`config.mk`:
```
export PLATFORM = sky130hd
export DESIGN_NAME = frame_sync_tx
export DESIGN_NICKNAME = d
export VERILOG_FILES = /design/src/rtl/uart_pkg.sv /design/src/rtl/uart_bit_timer.sv /design/src/rtl/frame_sync_tx.sv
export SDC_FILE = /design/constraint.sdc
export NUM_CORES = 1
export LEC_CHECK = 0
export CAP_MARGIN = 0
export CORE_ASPECT_RATIO = 1.1
export CORE_MARGIN = 2
export CORE_UTILIZATION = 46
export DETAILED_ROUTE_END_ITERATION = 12
export GPL_TIMING_DRIVEN = 1
export PLACE_DENSITY = 0.87
export SLEW_MARGIN = 0
export SYNTH_ARGS = -nofsm -noshare
export SYNTH_HDL_FRONTEND = slang
export SYNTH_HIERARCHICAL = 1
export SYNTH_SLANG_ARGS = --single-unit
```
`constraint.sdc`:
```
create_clock -name clk -period 2.2 [get_ports clk]
set_input_delay 0.22 -clock clk [delete_from_list [all_inputs] [get_ports clk]]
set_output_delay 0.22 -clock clk [all_outputs]
set_load 0.02 [all_outputs]
```
`src/rtl/uart_pkg.sv`:
```
// Shared constants for the frame-sync UART serializer: FSM state codes and default parameters.
// Latency: n/a (package only).
// Backpressure: n/a (package only).
package uart_pkg;

    // FSM state encoding, kept as plain constants so older tools and scripts can read them.
    localparam int STATE_W = 2;
    localparam logic [STATE_W-1:0] ST_IDLE  = 2'd0;
    localparam logic [STATE_W-1:0] ST_START = 2'd1;
    localparam logic [STATE_W-1:0] ST_DATA  = 2'd2;
    localparam logic [STATE_W-1:0] ST_STOP  = 2'd3;

    // Default line format: 8N1 at 6x oversample, sync character = Win1252 Euro.
    localparam int          OVERSAMPLE_DEF = 6;
    localparam int          DATA_BITS_DEF  = 8;
    localparam int          STOP_BITS_DEF  = 1;
    localparam logic [7:0]  EURO_CHAR      = 8'h80;

    // Counter widths sized for the largest legal parameters (OVERSAMPLE 16, DATA_BITS 8).
    localparam int TICK_W   = 4;
    localparam int BITCNT_W = 3;

endpackage

```
`src/rtl/uart_bit_timer.sv`:
```
// Bit-period timer: counts OVERSAMPLE uart_clk ticks per serial bit and flags the tick that ends a bit.
// Latency: bit_done is combinational from the current count and uart_clk; restart takes effect next clk.
// Backpressure: none; free-running on uart_clk, re-aligned by restart.
//
// Ports: clk/rst_n (async active-low), uart_clk (oversample tick), restart (reload at character start),
//        bit_done (high on the uart_clk that closes the current bit).
module uart_bit_timer
    import uart_pkg::*;
#(
    parameter int OVERSAMPLE = OVERSAMPLE_DEF
) (
    input  logic clk,
    input  logic rst_n,
    input  logic uart_clk,
    input  logic restart,
    output logic bit_done
);

    localparam logic [TICK_W-1:0] RELOAD = TICK_W'(OVERSAMPLE - 1);

    logic [TICK_W-1:0] cnt_q;
    logic [TICK_W-1:0] cnt_d;

    assign bit_done = uart_clk && (cnt_q == '0);

    // The counter also runs while the transmitter idles; that is harmless because every
    // character start reloads it, so bit boundaries are always measured from the load tick.
    always_comb begin
        cnt_d = cnt_q;
        if (restart) begin
            cnt_d = RELOAD;
        end else if (uart_clk) begin
            cnt_d = (cnt_q == '0) ? RELOAD : cnt_q - 1'b1;
        end
    end

    always_ff @(posedge clk or negedge rst_n) begin
        if (!rst_n) begin
            cnt_q <= '0;
        end else begin
            cnt_q <= cnt_d;
        end
    end

endmodule

```
`src/rtl/frame_sync_tx.sv`:
```
// UART serializer sending one sync character per video frame, plus host bytes in the gaps.
// Latency: load on a uart_clk in IDLE, start bit on tx from the next clk; character = (1+DATA_BITS+STOP_BITS)*OVERSAMPLE ticks.
// Backpressure: data_ready only in IDLE on a uart_clk with no sync due; one sync may queue, a further strobe pulses sync_miss.
//
// Ports: clk, rst_n (async active-low); enable_frame (frame strobe); uart_clk (oversample tick);
//        sync_char / data_in / data_valid / data_ready (host handshake); tx, busy, sync_miss (registered).
module frame_sync_tx
    import uart_pkg::*;
#(
    parameter int          OVERSAMPLE = OVERSAMPLE_DEF,
    parameter int          DATA_BITS  = DATA_BITS_DEF,
    parameter int          STOP_BITS  = STOP_BITS_DEF,
    parameter int unsigned SYNC_CHAR  = 32'(EURO_CHAR)
) (
    input  logic                 clk,
    input  logic                 rst_n,
    input  logic                 enable_frame,
    input  logic                 uart_clk,
    input  logic [DATA_BITS-1:0] sync_char,
    input  logic [DATA_BITS-1:0] data_in,
    input  logic                 data_valid,
    output logic                 data_ready,
    output logic                 tx,
    output logic                 busy,
    output logic                 sync_miss
);

    // Reject illegal configurations at elaboration rather than producing a malformed line.
    if (OVERSAMPLE < 2 || OVERSAMPLE > 16) begin : g_bad_oversample
        $error("frame_sync_tx: OVERSAMPLE must be 2..16");
    end
    if (DATA_BITS < 5 || DATA_BITS > 8) begin : g_bad_data_bits
        $error("frame_sync_tx: DATA_BITS must be 5..8");
    end
    if (STOP_BITS < 1 || STOP_BITS > 2) begin : g_bad_stop_bits
        $error("frame_sync_tx: STOP_BITS must be 1..2");
    end
    if (SYNC_CHAR >= (32'd1 << DATA_BITS)) begin : g_bad_sync_char
        $error("frame_sync_tx: SYNC_CHAR does not fit in DATA_BITS");
    end

    localparam logic [BITCNT_W-1:0] LAST_DATA = BITCNT_W'(DATA_BITS - 1);
    localparam logic [BITCNT_W-1:0] LAST_STOP = BITCNT_W'(STOP_BITS - 1);

    logic [STATE_W-1:0]   state_q,     state_d;
    logic                 sync_pend_q, sync_pend_d;
    logic [DATA_BITS-1:0] shift_q,     shift_d;
    logic [BITCNT_W-1:0]  bit_cnt_q,   bit_cnt_d;
    logic                 tx_q,        tx_d;
    logic                 busy_q,      busy_d;
    logic                 sync_miss_q, sync_miss_d;

    logic idle;
    logic load_sync;
    logic load_data;
    logic bit_done;

    assign idle       = (state_q == ST_IDLE);
    // A due sync (queued or arriving now) always beats host data on the same tick.
    assign load_sync  = idle && uart_clk && (sync_pend_q || enable_frame);
    assign data_ready = idle && uart_clk && !sync_pend_q && !enable_frame;
    assign load_data  = data_ready && data_valid;

    uart_bit_timer #(
        .OVERSAMPLE (OVERSAMPLE)
    ) u_bit_timer (
        .clk      (clk),
        .rst_n    (rst_n),
        .uart_clk (uart_clk),
        .restart  (load_sync || load_data),
        .bit_done (bit_done)
    );

    always_comb begin
        state_d     = state_q;
        sync_pend_d = sync_pend_q;
        shift_d     = shift_q;
        bit_cnt_d   = bit_cnt_q;
        tx_d        = tx_q;
        busy_d      = busy_q;
        sync_miss_d = 1'b0;

        case (state_q)
            ST_IDLE: begin
                if (load_sync) begin
                    shift_d     = sync_char;
                    sync_pend_d = 1'b0;
                    state_d     = ST_START;
                    tx_d        = 1'b0;
                    busy_d      = 1'b1;
                end else if (load_data) begin
                    shift_d = data_in;
                    state_d = ST_START;
                    tx_d    = 1'b0;
                    busy_d  = 1'b1;
                end else if (enable_frame) begin
                    sync_pend_d = 1'b1;
                end
            end
            ST_START: begin
                if (bit_done) begin
                    state_d   = ST_DATA;
                    tx_d      = shift_q[0];
                    shift_d   = {1'b1, shift_q[DATA_BITS-1:1]};
                    bit_cnt_d = '0;
                end
            end
            ST_DATA: begin
                // Each data bit is put on the line when the previous bit ends.
                if (bit_done) begin
                    if (bit_cnt_q == LAST_DATA) begin
                        state_d   = ST_STOP;
                        tx_d      = 1'b1;
                        bit_cnt_d = '0;
                    end else begin
                        tx_d      = shift_q[0];
                        shift_d   = {1'b1, shift_q[DATA_BITS-1:1]};
                        bit_cnt_d = bit_cnt_q + 1'b1;
                    end
                end
            end
            ST_STOP: begin
                if (bit_done) begin
                    if (bit_cnt_q == LAST_STOP) begin
                        state_d = ST_IDLE;
                        busy_d  = 1'b0;
                    end else begin
                        bit_cnt_d = bit_cnt_q + 1'b1;
                    end
                end
            end
            default: begin
                state_d = ST_IDLE;
            end
        endcase

        // Only one sync can be queued behind a character in flight; a second strobe is reported.
        if (!idle && enable_frame) begin
            if (sync_pend_q) begin
                sync_miss_d = 1'b1;
            end else begin
                sync_pend_d = 1'b1;
            end
        end
    end

    always_ff @(posedge clk or negedge rst_n) begin
        if (!rst_n) begin
            state_q     <= ST_IDLE;
            sync_pend_q <= 1'b0;
            shift_q     <= '1;
            bit_cnt_q   <= '0;
            tx_q        <= 1'b1;
            busy_q      <= 1'b0;
            sync_miss_q <= 1'b0;
        end else begin
            state_q     <= state_d;
            sync_pend_q <= sync_pend_d;
            shift_q     <= shift_d;
            bit_cnt_q   <= bit_cnt_d;
            tx_q        <= tx_d;
            busy_q      <= busy_d;
            sync_miss_q <= sync_miss_d;
        end
    end

    assign tx        = tx_q;
    assign busy      = busy_q;
    assign sync_miss = sync_miss_q;

endmodule

```
* Word level (Yosys, flattened, before mapping)
Cells that the tools add are included.
Cells by class: $add $sub $neg 2, eq/ne operators 12, mux-type cells 42, reductions and logical operators 24
Operators with widths (count):
- 8-bit 2-to-1 mux | 5
- 8-bit case mux with 3 select lines | 1
- 1-bit 2-to-1 mux | 17
- 3-bit 2-to-1 mux | 5
- 2-bit 2-to-1 mux | 7
- 2-bit != test, second input constant | 7
- 4-bit 2-to-1 mux | 3
- 5-bit AND reduction | 2
- 3-bit case mux with 3 select lines | 1
- 2-bit case mux with 4 select lines | 1
- 4-bit AND reduction | 2
- 1-bit logical AND | 7
- 6-bit AND reduction | 1
- 3-bit nonzero test | 2
- 2-bit equality test, second input constant | 2
- 4-bit logical NOT | 1
- 2-bit nonzero test | 2
- 4-bit by 1-bit subtractor with 4-bit output, second input constant | 1
- 3-bit by 1-bit adder with 3-bit output, second input constant | 1
- 3-bit equality test, second input constant | 1
- 1-bit logical NOT | 3
- 3-bit logical NOT | 1
- 3-bit by 1-bit != test with 1-bit output, second input constant | 1
- 1-bit case mux with 3 select lines | 1
- other kinds (4) | 5
Storage, ports and cells: register bits 21, input bits 21, output and inout bits 4, logic and storage cells 88

* Logic depth before layout (Yosys ltp)
depth after elaboration 10, mapped depth 7

* Modules after synthesis
Netlist, hierarchy kept.
By module, submodules not included:
- frame_sync_tx | times used 1, cells an instance 104, area each 1098.6 sq um, seq. area each 436.7 sq um
- uart_bit_timer | times used 1, cells an instance 16, area each 176.4 sq um, seq. area each 100.1 sq um

* Worst setup path after synthesis
OpenSTA, ideal clock, no wires.
kind flip-flop to flip-flop, start point register u_bit_timer.cnt_q[0], end point register shift_q[0], setup time 0.085 ns, arrival time 2.061 ns, required time 2.115 ns, slack 0.055 ns, cell stages (with the launch flop) 7, buffers on the path 0, cell sequence dfrtp_1 > or3b_4 > nor3_1 > mux2i_1 > o2bb2ai_2 > nand2_4 > mux2_1
On the way: cells in the longest elaborated chain, start to end 4, elaborated cells between the ends (all ways) 5, those cells by class eq/ne: 2; reduce/logical: 3
Ends and longest elaborated chain:
- start, declared | RTL line uart_bit_timer.sv:21 | logic [TICK_W-1:0] cnt_q;
- start signal, assigned | RTL line uart_bit_timer.sv:41 | cnt_q <= cnt_d;
- 4-bit logical NOT * | RTL line uart_bit_timer.sv:24 | assign bit_done = uart_clk && (cnt_q == '0);
- 1-bit logical AND * | RTL line uart_bit_timer.sv:24
- net bit_done | RTL line frame_sync_tx.sv:56 | logic bit_done;
- 2-bit != test (no source line)
- 5-bit AND reduction (no source line) *
- end signal, assigned | RTL line frame_sync_tx.sv:159 | shift_q <= shift_d;
- end, declared | RTL line frame_sync_tx.sv:47 | logic [DATA_BITS-1:0] shift_q, shift_d;
Mark *: on every way through the listed nets, which the timed path passes. The rest lies on a longest branch. A chain may end at the register's enable or synchronous reset.

* Worst setup path after layout
start point register u_bit_timer.cnt_q[0], end point register bit_cnt_q[0]
On the way: cells in the longest elaborated chain, start to end 4, elaborated cells between the ends (all ways) 6, those cells by class eq/ne: 3; reduce/logical: 3
Ends and longest elaborated chain:
- 4-bit logical NOT * | RTL line uart_bit_timer.sv:24
- 1-bit logical AND * | RTL line uart_bit_timer.sv:24
- net bit_done | RTL line frame_sync_tx.sv:56
- 2-bit != test (no source line)
- 5-bit AND reduction (no source line) *
- end signal, assigned | RTL line frame_sync_tx.sv:160 | bit_cnt_q <= bit_cnt_d;
- end, declared | RTL line frame_sync_tx.sv:48 | logic [BITCNT_W-1:0] bit_cnt_q, bit_cnt_d;
Marks and branches as above.

==> results.sh <==
export IMPL_initial_core_util_pct=47.2
export IMPL_yosysWarningCount=6
export IMPL_wl_per_cell_um=13.2
export IMPL_rsz0062_at_grt="no"
export IMPL_core_area_mm2=0.00270
export IMPL_crit_fanout=7
export IMPL_grt_overflow_total=0
export IMPL_drt_iter0_drc=30
export IMPL_cts_hold_fix_buffers=0
export IMPL_fin_crit_ps=2070
export IMPL_place_area_mm2=0.00159
export IMPL_cp_num_buf_inv=2
export IMPL_die_w_um=54.2
export IMPL_status="finished, final reports clean"
export IMPL_vias_per_cell=5.21
export IMPL_synth_top_area_cell="dfrtp_1"
export IMPL_grt_start_max_net_pins=22
export IMPL_worst_ep_required_time_ps=2440
export IMPL_timing_critical_path_from_type="flip-flop"
export IMPL_cts_tree="done"
export IMPL_met1_usage_pct=21.2
export IMPL_multiInputGateArea_um2=693
export IMPL_drc_errors=0
export IMPL_met2_usage_pct=28.2
export IMPL_antenna_found_initial=0
export IMPL_clk_latency_ps=310
export IMPL_slew_headroom_pct=73.4
export IMPL_port_buffers=24
export IMPL_nNetsFinal=181
export IMPL_clk_path_buf_depth=2
export IMPL_synth_top_area_share_pct=23.6
export IMPL_p_per_area_mw_per_mm2=1260
export IMPL_synth_ff_latch_count=21
export IMPL_final_area_mm2=0.00162
export IMPL_finalHoldViolations=0
export IMPL_hold_path_class="input port to async pin"
export IMPL_drv_slew=0
export IMPL_seq_area_um2=537
export IMPL_syn_nets=148
export IMPL_worstPathArrival_ps=2310
export IMPL_clk_pin_slew_worst_paths_ps=120
export IMPL_vias=964
export IMPL_place_hpwl_um=1880
export IMPL_cp_end_kind="flip-flop"
export IMPL_fin_ws_ps=133
export IMPL_grt_usage_pct=16.9
export IMPL_clock_sinks=21
export IMPL_finalCritPeriodShare_pct=93.9
export IMPL_antenna_cells=0
export IMPL_drive_gt1_share_pct=17.1
export IMPL_cpPeakStageDelay_ps=420
export IMPL_cts_root_buf="clkbuf_4"
export IMPL_maxCapViolCount=0
export IMPL_postRouteAntennaNets=0
export IMPL_place_gp_congestion=0.875
export IMPL_netlist_area_mm2=0.00127
export IMPL_fp_row_count=20
export IMPL_synth_cell_types=32
export IMPL_top_usage_layer="met2"
export IMPL_drt_pass1_iter_count=5
export IMPL_grt_pass1_vias=936
export IMPL_tightest_slew_ps=397
export IMPL_dieArea_mm2=0.00321
export IMPL_seq_area_frac_synth_pct=42.1
export IMPL_crit_family="compound AO/OA/AOI/OAI gates"
export IMPL_total_power_mw=2.05
export IMPL_cts_htree_levels=1
export IMPL_critPathKind="flip-flop to flip-flop"
export IMPL_synth_area_leaders="dfrtp_1 24%, dfstp_2 19%, mux2i_1 12%"
export IMPL_grt_pass1_wl_um=3980
export IMPL_clock_skew_ps=10.1
export IMPL_synthCells=120
export IMPL_place_ws_ps=-116
export IMPL_fmax_mhz=484
export IMPL_cts_made_buffers=3
export IMPL_crit_chain="or3b_4 > nor3_1 > buf_4 > inv_1 > a21o_1 > a211oi_2 > mux2i_1"
export IMPL_leakagePower_nw=0.758
export IMPL_grtUsageMet3_pct=3.03
export IMPL_syn_avg_cell_area_um2=10.6
export IMPL_post_cts_setup_buffers=0
export IMPL_areaGrowthSynthToFinish_pct=27.0
export IMPL_utilization_pct=59.9
export IMPL_cpMaxStageDelayCell="dfrtp_1"
export IMPL_die_h_um=59.2
export IMPL_setup_violations=0
export IMPL_io_pins=25
export IMPL_ir_drop_mv=0.653
export IMPL_routed_wl_um=2430
export IMPL_fillers=237
## registers in the layout, indices dropped and copies added, names as in the netlist
register           cells
shift_q                8
u_bit_timer/cnt_q      4
bit_cnt_q              3
state_q                2
busy                   1
sync_miss              1
sync_pend_q            1
tx                     1
## power breakdown
part           switching [mW]  internal [mW]  leakage [nW]
Sequential              0.110          0.606         0.242
Combinational           0.606          0.535         0.501
Clock                   0.120         0.0709        0.0150
Total                   0.836           1.21         0.758
## area by class of cell
| class | count | area share [%] |
|---|---|---|
| clock buffers | 4 | 1.62 |
| inverters | 9 | 2.09 |
| multi-input cells | 88 | 42.8 |
| flip-flops and latches | 21 | 33.2 |
| well taps | 33 | 2.55 |
| repair buffers | 30 | 17.8 |
## cell usage after synthesis, drive strengths merged
library cell   n
a211oi         1
a21o           1
a21oi          4
a222oi         1
a41oi          1
and2b          1
buf            1
clkbuf         1
dfrtp         12
dfstp          9
ha             7
inv            9
mux2           7
mux2i         15
nand2         13
nand2b         1
nand3b         1
nor2           7
nor3           3
nor3b          1
o211ai         1
o21a           3
o21ai         14
o21bai         1
o2bb2ai        1
o41ai          1
or3b           2
xnor2          1
## metal layers
| metal | part of all wire, % | wire length, µm |
|---|---|---|
| met4 | 1.6 | 39 |
| met2 | 51 | 1240 |
| met1 | 44 | 1060 |
| met3 | 3.6 | 87 |
| met5 | 0 | 0 |
## final timing paths
check / cells past startpoint / slack (ps) / from / end
setup / recovery: 7 / 130 / u_bit_timer/cnt_q[0] / bit_cnt_q[0]
hold / removal: 2 / 230 / rst_n / busy
setup reg to reg: 7 / 130 / u_bit_timer/cnt_q[0] / bit_cnt_q[0]
hold reg to reg: 2 / 510 / tx / tx
max in group asynchronous: 2 / 1680 / rst_n / shift_q[2]
min in group clk: 2 / 510 / tx / tx
## repair_timing
item                                    CTS  global route
endpoints found under the setup margin    0             1
resized for setup                         0             1
endpoints found under the hold margin     0             0
## metrics by stage
stage	TNS, ps	instances	hold WS [ps]
4_1_cts	0	185	242
5_1_grt	0	185	250
2_1_floorplan	0	120	-75.6
3_3_place_gp	-57.5	181	490
3_5_place_dp	-456	181	503
6_report	0	185	230
## cells by family (layout without fill, tap and decap cells)
kind of cell	Yosys count	after routing	share of synthesized area, %
adder cells (fa/ha/maj)	7	7	6.87
AND/OR/NAND/NOR	29	29	12.0
XOR/XNOR	1	1	0.687
AO/OA/AOI/OAI	29	29	16.9
multiplexers	22	22	18.0
buffers and inverters	11	43	3.53
flip-flops	21	21	42.1
## layout by cell type (no fill, tap or decap), drive strengths merged, types with 2 or more instances in the layout
cell           count
clkdlybuf4s50     23
mux2i             15
o21ai             14
nand2             13
dfrtp             12
inv                9
dfstp              9
nor2               7
mux2               7
ha                 7
buf                6
a21oi              4
clkbuf             4
o21a               3
nor3               3
or3b               2
Note: power is estimated with default switching activity, not from simulation.
